<file path="src/rtl/mem_arbiter_if.sv">
// Bus bundle between the fetch unit, the load/store unit, the arbiter and the memory.
// The slave modport is the arbiter's view. The master modport is the view of the
// requesters and the memory together.
interface mem_arbiter_if;
  // Instruction-fetch port
  logic        if_req;
  logic [31:0] if_addr;
  logic        if_gnt;
  logic        if_rvalid;
  logic [31:0] if_rdata;

  // Data load/store port
  logic        d_req;
  logic        d_we;
  logic [31:0] d_addr;
  logic [31:0] d_wdata;
  logic [2:0]  d_func3;
  logic        d_gnt;
  logic        d_rvalid;
  logic [31:0] d_rdata;

  // Single-ported memory side
  logic        memory_wen;
  logic [31:0] memory_ra;
  logic [31:0] memory_wa;
  logic [31:0] memory_wd;
  logic [2:0]  memory_func3;
  logic [31:0] memory_rd;

  modport slave (
    input  if_req, if_addr,
    output if_gnt, if_rvalid, if_rdata,
    input  d_req, d_we, d_addr, d_wdata, d_func3,
    output d_gnt, d_rvalid, d_rdata,
    output memory_wen, memory_ra, memory_wa, memory_wd, memory_func3,
    input  memory_rd
  );

  modport master (
    output if_req, if_addr,
    input  if_gnt, if_rvalid, if_rdata,
    output d_req, d_we, d_addr, d_wdata, d_func3,
    input  d_gnt, d_rvalid, d_rdata,
    input  memory_wen, memory_ra, memory_wa, memory_wd, memory_func3,
    output memory_rd
  );
endinterface

</file>
<file path="src/rtl/mem_arbiter.sv">
// Two-requester memory arbiter. Data accesses normally win over instruction fetch.
// A saturating starvation counter forces fetch to win after MAX_WAIT lost cycles.
// Grants are combinational. Read data comes back one cycle later and is steered
// to the owner of the previous cycle's read.
module mem_arbiter #(
  parameter int unsigned MAX_WAIT = 4
) (
  input  logic         clk,
  input  logic         rst_n,
  mem_arbiter_if.slave bus
);

  // A zero MAX_WAIT would leave no counter bits, so keep at least one bit.
  localparam int unsigned WaitW = (MAX_WAIT > 0) ? $clog2(MAX_WAIT + 1) : 1;
  localparam logic [WaitW-1:0] WaitMax = WaitW'(MAX_WAIT);

  // Owner of the read whose data returns this cycle
  localparam logic [1:0] StNone = 2'd0;
  localparam logic [1:0] StRdIf = 2'd1;
  localparam logic [1:0] StRdD  = 2'd2;

  logic [1:0]       state_q, state_d;
  logic [WaitW-1:0] wait_cnt_q, wait_cnt_d;
  logic             fetch_win, data_win;

  // Arbitration. Grants are masked while reset is held so that all outputs read 0.
  always_comb begin
    fetch_win = rst_n & bus.if_req & (~bus.d_req | (wait_cnt_q == WaitMax));
    data_win  = rst_n & bus.d_req & ~fetch_win;
  end

  // Grant and memory command outputs. Everything is 0 in a cycle without a grant.
  always_comb begin
    bus.if_gnt       = 1'b0;
    bus.d_gnt        = 1'b0;
    bus.memory_wen   = 1'b0;
    bus.memory_ra    = 32'h0;
    bus.memory_wa    = 32'h0;
    bus.memory_wd    = 32'h0;
    bus.memory_func3 = 3'b000;
    if (fetch_win) begin
      bus.if_gnt       = 1'b1;
      bus.memory_ra    = bus.if_addr;
      bus.memory_func3 = 3'b010;
    end else if (data_win) begin
      bus.d_gnt        = 1'b1;
      bus.memory_func3 = bus.d_func3;
      if (bus.d_we) begin
        bus.memory_wen = 1'b1;
        bus.memory_wa  = bus.d_addr;
        bus.memory_wd  = bus.d_wdata;
      end else begin
        bus.memory_ra  = bus.d_addr;
      end
    end
  end

  // Next read owner and the starvation counter
  always_comb begin
    state_d = StNone;
    if (fetch_win) begin
      state_d = StRdIf;
    end else if (data_win && !bus.d_we) begin
      state_d = StRdD;
    end

    wait_cnt_d = '0;
    if (bus.if_req && !fetch_win) begin
      wait_cnt_d = (wait_cnt_q == WaitMax) ? wait_cnt_q : wait_cnt_q + WaitW'(1);
    end
  end

  // State registers. The asynchronous reset drops any read that is in flight.
  always_ff @(posedge clk or negedge rst_n) begin
    if (!rst_n) begin
      state_q    <= StNone;
      wait_cnt_q <= '0;
    end else begin
      state_q    <= state_d;
      wait_cnt_q <= wait_cnt_d;
    end
  end

  // Read data return. rdata is held at 0 unless its rvalid is high.
  always_comb begin
    bus.if_rvalid = (state_q == StRdIf);
    bus.d_rvalid  = (state_q == StRdD);
    bus.if_rdata  = bus.if_rvalid ? bus.memory_rd : 32'h0;
    bus.d_rdata   = bus.d_rvalid ? bus.memory_rd : 32'h0;
  end

endmodule

</file>
<file path="src/flat_wrapper.sv">
// flat-port wrapper written by rule: the top's interface ports become plain ports
module mem_arbiter_flat 
#(
  parameter int unsigned MAX_WAIT = 4
)
  (clk, rst_n, bus_if_req, bus_if_addr, bus_if_gnt, bus_if_rvalid, bus_if_rdata, bus_d_req, bus_d_we, bus_d_addr, bus_d_wdata, bus_d_func3, bus_d_gnt, bus_d_rvalid, bus_d_rdata, bus_memory_wen, bus_memory_ra, bus_memory_wa, bus_memory_wd, bus_memory_func3, bus_memory_rd);
  mem_arbiter_if bus_i ();
  input  logic clk;
  input  logic rst_n;
  input wire logic [$bits(bus_i.if_req)-1:0] bus_if_req;
  input wire logic [$bits(bus_i.if_addr)-1:0] bus_if_addr;
  output wire logic [$bits(bus_i.if_gnt)-1:0] bus_if_gnt;
  output wire logic [$bits(bus_i.if_rvalid)-1:0] bus_if_rvalid;
  output wire logic [$bits(bus_i.if_rdata)-1:0] bus_if_rdata;
  input wire logic [$bits(bus_i.d_req)-1:0] bus_d_req;
  input wire logic [$bits(bus_i.d_we)-1:0] bus_d_we;
  input wire logic [$bits(bus_i.d_addr)-1:0] bus_d_addr;
  input wire logic [$bits(bus_i.d_wdata)-1:0] bus_d_wdata;
  input wire logic [$bits(bus_i.d_func3)-1:0] bus_d_func3;
  output wire logic [$bits(bus_i.d_gnt)-1:0] bus_d_gnt;
  output wire logic [$bits(bus_i.d_rvalid)-1:0] bus_d_rvalid;
  output wire logic [$bits(bus_i.d_rdata)-1:0] bus_d_rdata;
  output wire logic [$bits(bus_i.memory_wen)-1:0] bus_memory_wen;
  output wire logic [$bits(bus_i.memory_ra)-1:0] bus_memory_ra;
  output wire logic [$bits(bus_i.memory_wa)-1:0] bus_memory_wa;
  output wire logic [$bits(bus_i.memory_wd)-1:0] bus_memory_wd;
  output wire logic [$bits(bus_i.memory_func3)-1:0] bus_memory_func3;
  input wire logic [$bits(bus_i.memory_rd)-1:0] bus_memory_rd;
  assign bus_i.if_req = bus_if_req;
  assign bus_i.if_addr = bus_if_addr;
  assign bus_if_gnt = bus_i.if_gnt;
  assign bus_if_rvalid = bus_i.if_rvalid;
  assign bus_if_rdata = bus_i.if_rdata;
  assign bus_i.d_req = bus_d_req;
  assign bus_i.d_we = bus_d_we;
  assign bus_i.d_addr = bus_d_addr;
  assign bus_i.d_wdata = bus_d_wdata;
  assign bus_i.d_func3 = bus_d_func3;
  assign bus_d_gnt = bus_i.d_gnt;
  assign bus_d_rvalid = bus_i.d_rvalid;
  assign bus_d_rdata = bus_i.d_rdata;
  assign bus_memory_wen = bus_i.memory_wen;
  assign bus_memory_ra = bus_i.memory_ra;
  assign bus_memory_wa = bus_i.memory_wa;
  assign bus_memory_wd = bus_i.memory_wd;
  assign bus_memory_func3 = bus_i.memory_func3;
  assign bus_i.memory_rd = bus_memory_rd;
  mem_arbiter #(.MAX_WAIT(MAX_WAIT)) u_core (.clk(clk), .rst_n(rst_n), .bus(bus_i));
endmodule
</file>
<file path="config.mk">
export PLATFORM = sky130hd
export DESIGN_NAME = mem_arbiter_flat
export DESIGN_NICKNAME = d
export VERILOG_FILES = /design/src/rtl/mem_arbiter_if.sv /design/src/rtl/mem_arbiter.sv /design/src/flat_wrapper.sv
export SDC_FILE = /design/constraint.sdc
export NUM_CORES = 1
export LEC_CHECK = 0
export ABC_AREA = 1
export BUFFER_PORTS_ARGS = -buffer_cell sky130_fd_sc_hd__buf_4
export CELL_PAD_IN_SITES_DETAIL_PLACEMENT = 0
export CELL_PAD_IN_SITES_GLOBAL_PLACEMENT = 1
export CORE_UTILIZATION = 15
export CTS_CLUSTER_SIZE = 40
export DETAILED_ROUTE_END_ITERATION = 6
export PLACE_DENSITY = 0.83
export SETUP_SLACK_MARGIN = 0.2
export SYNTH_ARGS = -nofsm -noshare
export SYNTH_HDL_FRONTEND = slang
export SYNTH_SLANG_ARGS = --single-unit
export TNS_END_PERCENT = 1
</file>
<file path="constraint.sdc">
create_clock -name clk -period 2.05 [get_ports clk]
set_clock_uncertainty 0.2 [all_clocks]
set_input_delay 0.1025 -clock clk [delete_from_list [all_inputs] [get_ports clk]]
set_output_delay 0.1025 -clock clk [all_outputs]
set_load 0.05 [all_outputs]
</file>
After elaboration in Yosys (flattened, before gate mapping)
Cells that the tools add are included.
{"block": "op_classes", "n_addsub": 1, "n_eq_ne": 4, "n_mux": 23, "bitwise": 7, "n_reduce_logical": 4}
{"cell": "two-way mux 32 bit", "n": 11}
{"cell": "two-way mux 3 bit", "n": 4}
{"cell": "two-way mux 1 bit", "n": 6}
{"cell": "bitwise AND 1 bit", "n": 4}
{"cell": "two-way mux 2 bit", "n": 2}
{"cell": "adder 3 x 1 -> 3 bit, second input constant", "n": 1}
{"cell": "equality test 3 bit, second input constant", "n": 1}
{"cell": "equality test 2 x 1 -> 1 bit, second input constant", "n": 1}
{"cell": "equality test 2 bit, second input constant", "n": 1}
{"cell": "logical AND 1 bit", "n": 2}
{"cell": "logical NOT 1 bit", "n": 2}
{"cell": "inequality test 2 bit, second input constant", "n": 1}
{"cell": "NOT 1 bit", "n": 2}
{"cell": "OR 1 bit", "n": 1}
{"block": "word_totals", "reg_bits": 5, "in_bits": 136, "output_inout_bits": 168, "wordCells": 41}

Longest topological paths before layout
{"block": "logic_depth", "word_depth": 8, "mapped_depth": 9, "ltp_nobuf": 7}

Least setup slack after synthesis
No wires, ideal clock.
{"block": "synth_path", "path_kind": "reg-to-output", "start": "reg u_core.state_q[1]", "end": "out bus_if_rdata[0]", "arrival_ps": 2167, "t_required_ps": 1747, "slack_ps": -419, "path_stages_with_launch": 5, "n_path_buf": 1, "cell_sequence": "dfrtp_1 nor2_1 inv_1 clkbuf_1 nor2_1"}
{"block": "synth_between", "elab_chain_cells": 2}
{"element": "start: declaration", "line_no": "mem_arbiter.sv:22", "text": "logic [1:0] state_q, state_d;"}
{"element": "start signal: assignment", "line_no": "mem_arbiter.sv:76", "text": "state_q <= StNone;"}
{"element": "start signal: assignment", "line_no": "mem_arbiter.sv:79", "text": "state_q <= state_d;"}
{"element": "equality test 2 x 1 -> 1 bit", "line_no": "mem_arbiter.sv:86", "text": "bus.if_rvalid = (state_q == StRdIf);"}
{"element": "via bus_if_rvalid", "line_no": "flat_wrapper.sv:13", "text": "output wire logic [$bits(bus_i.if_rvalid)-1:0] bus_if_rvalid;"}
{"element": "two-way mux 32 bit", "line_no": "mem_arbiter.sv:88", "text": "bus.if_rdata = bus.if_rvalid ? bus.memory_rd : 32'h0;"}
{"element": "end: declaration", "line_no": "flat_wrapper.sv:14", "text": "output wire logic [$bits(bus_i.if_rdata)-1:0] bus_if_rdata;"}
The timed path passes the listed nets, and every way through them passes these cells.

Worst setup path after layout
{"block": "layout_path", "start": "reg u_core.wait_cnt_q[1]", "end": "out bus_memory_wa[24]"}
{"block": "layout_between", "elab_chain_cells": 7}
{"element": "start: declaration", "line_no": "mem_arbiter.sv:23", "text": "logic [WaitW-1:0] wait_cnt_q, wait_cnt_d;"}
{"element": "start signal: assignment", "line_no": "mem_arbiter.sv:80", "text": "wait_cnt_q <= wait_cnt_d;"}
{"element": "equality test 3 bit *", "line_no": "mem_arbiter.sv:28", "text": "fetch_win = rst_n & bus.if_req & (~bus.d_req | (wait_cnt_q == WaitMax));"}
{"element": "OR 1 bit *", "line_no": "mem_arbiter.sv:28"}
{"element": "bitwise AND 1 bit *", "line_no": "mem_arbiter.sv:28"}
{"element": "NOT 1 bit", "line_no": "mem_arbiter.sv:29", "text": "data_win = rst_n & bus.d_req & ~fetch_win;"}
{"element": "bitwise AND 1 bit", "line_no": "mem_arbiter.sv:29"}
{"element": "two-way mux 32 bit", "line_no": "mem_arbiter.sv:45", "text": "end else if (data_win) begin"}
{"element": "two-way mux 32 bit *", "line_no": "mem_arbiter.sv:41", "text": "if (fetch_win) begin"}
{"element": "end: declaration", "line_no": "flat_wrapper.sv:25", "text": "output wire logic [$bits(bus_i.memory_wa)-1:0] bus_memory_wa;"}
Mark *: on every way between the ends. The rest lies on a longest branch, timed or not.

==> results_dict.tcl <==
set metrics [dict create \
    vias 3833 \
    cap_violations 0 \
    drive_gt1_frac 0.574 \
    synth_simple_gate_area_frac 0.684 \
    power_density_mw_per_mm2 317 \
    grt_pass1_vias 3308 \
    synth_top_family_by_area "simple AND/OR/NAND/NOR gates" \
    synth_fa_ha_area_frac 0.0126 \
    core_mm2 0.0128 \
    setup_tns_ns 0 \
    peakVddDrop_uv 207 \
    min_path_type "input port to asynchronous set/reset pin" \
    clock_sinks 5 \
    finalMaxSlewViolations 0 \
    violations "negative hold slack" \
    cp_slowest_cell "dfrtp_1" \
    dp_hpwl_mm 9.46 \
    startpoint_type "flop" \
    syn_nets 602 \
    post-route-period-util 0.996 \
    crit_type "flop to primary output" \
    drtIter0Drc 105 \
    cts_max_level 1 \
    avgViaCountPerCell 4.08 \
    insertion_delay_ns 0.23 \
    die_area_mm2 0.0137 \
    synth_compound_area_frac 0.00821 \
    synthesis.area_mm2 0.00198 \
    grt_overflow_total 0 \
    cts_root_buffer "clkbuf_16" \
    grt_pass1_wl_mm 17.0 \
    finalHoldViolations 5 \
    drc 0 \
    io_buffers 303 \
    dpl-instance-area_mm2 0.00464 \
    die_x_um 117 \
    cp-end-kind "primary output" \
    die_y_um 117 \
    arrival_ns 1.74 \
    ant_nets 0 \
    synth_top_area_frac 0.322 \
    synth-seq-cells 5 \
    postLayoutCellArea_mm2 0.00573 \
    nFillCells 1321 \
    rows 41 \
    tightest_slew_ns 0.360 \
    final_common_cell "buf_4" \
    grt_use_total 0.161 \
    routedWlPerCell_um 13.6 \
    cts_tree "built" \
    yosysSeqAreaShare 0.0631 \
    setup_viol_count_final 0 \
    routed_wl_mm 12.8 \
    worstPathRequired_ns 1.75 \
    area_growth_pct 189 \
    fin_crit_ns 2.04 \
    cts_max_path_buffers 2 \
    relSlewSlack 0.760 \
    mostFrequentLayoutCells "buf_4 (211), nand2_1 (136), buf_6 (94)" \
    post-synth-top-area-cell "nor2_1" \
    gp_congestion 0.794 \
    cts_buffers 3 \
    worstPathCellList "inv_2, ha_4, nand2_4, nand2_4, nand2_4, nand2_8, buf_12, buf_12, nor2_2, buf_6" \
    synth_cells 464 \
    synthTopCellsByArea "nor2_1 (32%), nand2_1 (26%), inv_1 (14%)" \
    synth.distinct_cells 15 \
    start_util 0.155 \
    clk_pin_slew_ns 0.03 \
    status "finished, violations left" \
    fmax_mhz 490 \
    antenna_cells 0 \
    fin_nets 907 \
    slowest_delay_ns 0.36 \
    drtPass1Iterations 4 \
    p_leak_nw 3.18 \
    post-route-util 0.448 \
    rsz0062_at_grt "true" \
    antenna_found_initial 0 \
    grt_max_degree 50 \
    synth_mux_area_frac 0 \
    num_io_pins 304 \
    cts_hold_buf 1 \
    cp_max_fo 7 \
    synth-xor-area-share 0.00442 \
    crit_top_cell "nand2_4" \
    reg2regPathDepth 9 \
    worst_hold_slack_ns -0.522 \
    ys_warn_count 0 \
    synth.avg_cell_area_um2 4.27 \
]
[registers in the layout (all words and copies together) (netlist names)]
| name | flops |
|---|---|
| u_core.wait_cnt_q | 3 |
| u_core.state_q | 2 |
[what timing repair did]
action,CTS,global route
gates cloned,3,1
pin swaps,4,15
resized for setup,90,122
buffers inserted,12,0
hold endpoints to repair,8,5
endpoints found under the setup margin,102,101
[worst paths after layout]
check | end | startpoint | slack [ns]
setup / recovery | bus_memory_wa[24] | u_core.wait_cnt_q[1] | 0.009
hold / removal | u_core.state_q[1] | rst_n | -0.52
setup reg to reg | u_core.wait_cnt_q[0] | u_core.wait_cnt_q[1] | 0.46
hold reg to reg | u_core.wait_cnt_q[1] | u_core.wait_cnt_q[2] | 0.48
max in group asynchronous | u_core.wait_cnt_q[2] | rst_n | 2.05
min in group clk | u_core.state_q[0] | bus_d_req | 0.10
[stage by stage]
step | power [mW] | hold WS [ns] | std cells | worst slack [ns]
finish | 1.82 | -0.522 | 940 | 0.00860
floorplan | 0.808 | -0.393 | 464 | -0.0223
detailed placement | 1.27 | -0.285 | 919 | 0.0353
global route | 1.91 | -0.518 | 940 | -0.0499
CTS | 1.74 | -0.522 | 939 | 0.0214
global placement | 1.27 | -0.284 | 919 | 0.0606
[critical path: cells and delay by family (launching register included)]
kind / cells / cell delay, ns
adders and majority gates: 1 / 0.16
buffers and inverters: 4 / 0.54
DFF: 1 / 0.36
and+or+nand+nor: 5 / 0.43
[layer usage]
layer | wire, µm | vias up | part of all wire | global-route usage
met5 | 0 | - | 0 | 0
met4 | 125 | 0 | 0.0098 | 0.0253
met3 | 1160 | 10 | 0.091 | 0.0340
li1 | - | 1935 | - | -
met2 | 6890 | 187 | 0.54 | 0.323
met1 | 4580 | 1701 | 0.36 | 0.175
[where the power goes]
part           switching [mW]  internal [mW]
sequential            0.00869          0.109
combinational           0.826          0.550
clock                  0.0653          0.258
total                   0.900          0.917
[Yosys cell counts]
master,n
ha_1,2
buf_2,15
clkbuf_1,15
nand2_2,2
nand2_1,138
dfrtp_1,5
inv_1,76
buf_4,1
buf_6,2
nand2_4,2
inv_2,1
nand3_1,33
nor2_1,170
xor2_1,1
a21oi_4,1
[layout make-up]
type,instances,area [µm²],area share
clock buffers,4,78.8,0.0138
well taps,172,215,0.0376
repair buffers,333,3160,0.551
multi-input cells,349,1860,0.325
flip-flops and latches,5,125,0.0218
inverters,77,289,0.0505
[cells by family after synthesis]
kind of cell / Yosys count
DFF: 5
buffers and inverters: 110
and+or+nand+nor: 345
AOI/OAI and AO/OA: 1
adders and majority gates: 2
xor gates and xnor gates: 1
Power figures use the tool's default switching activity.
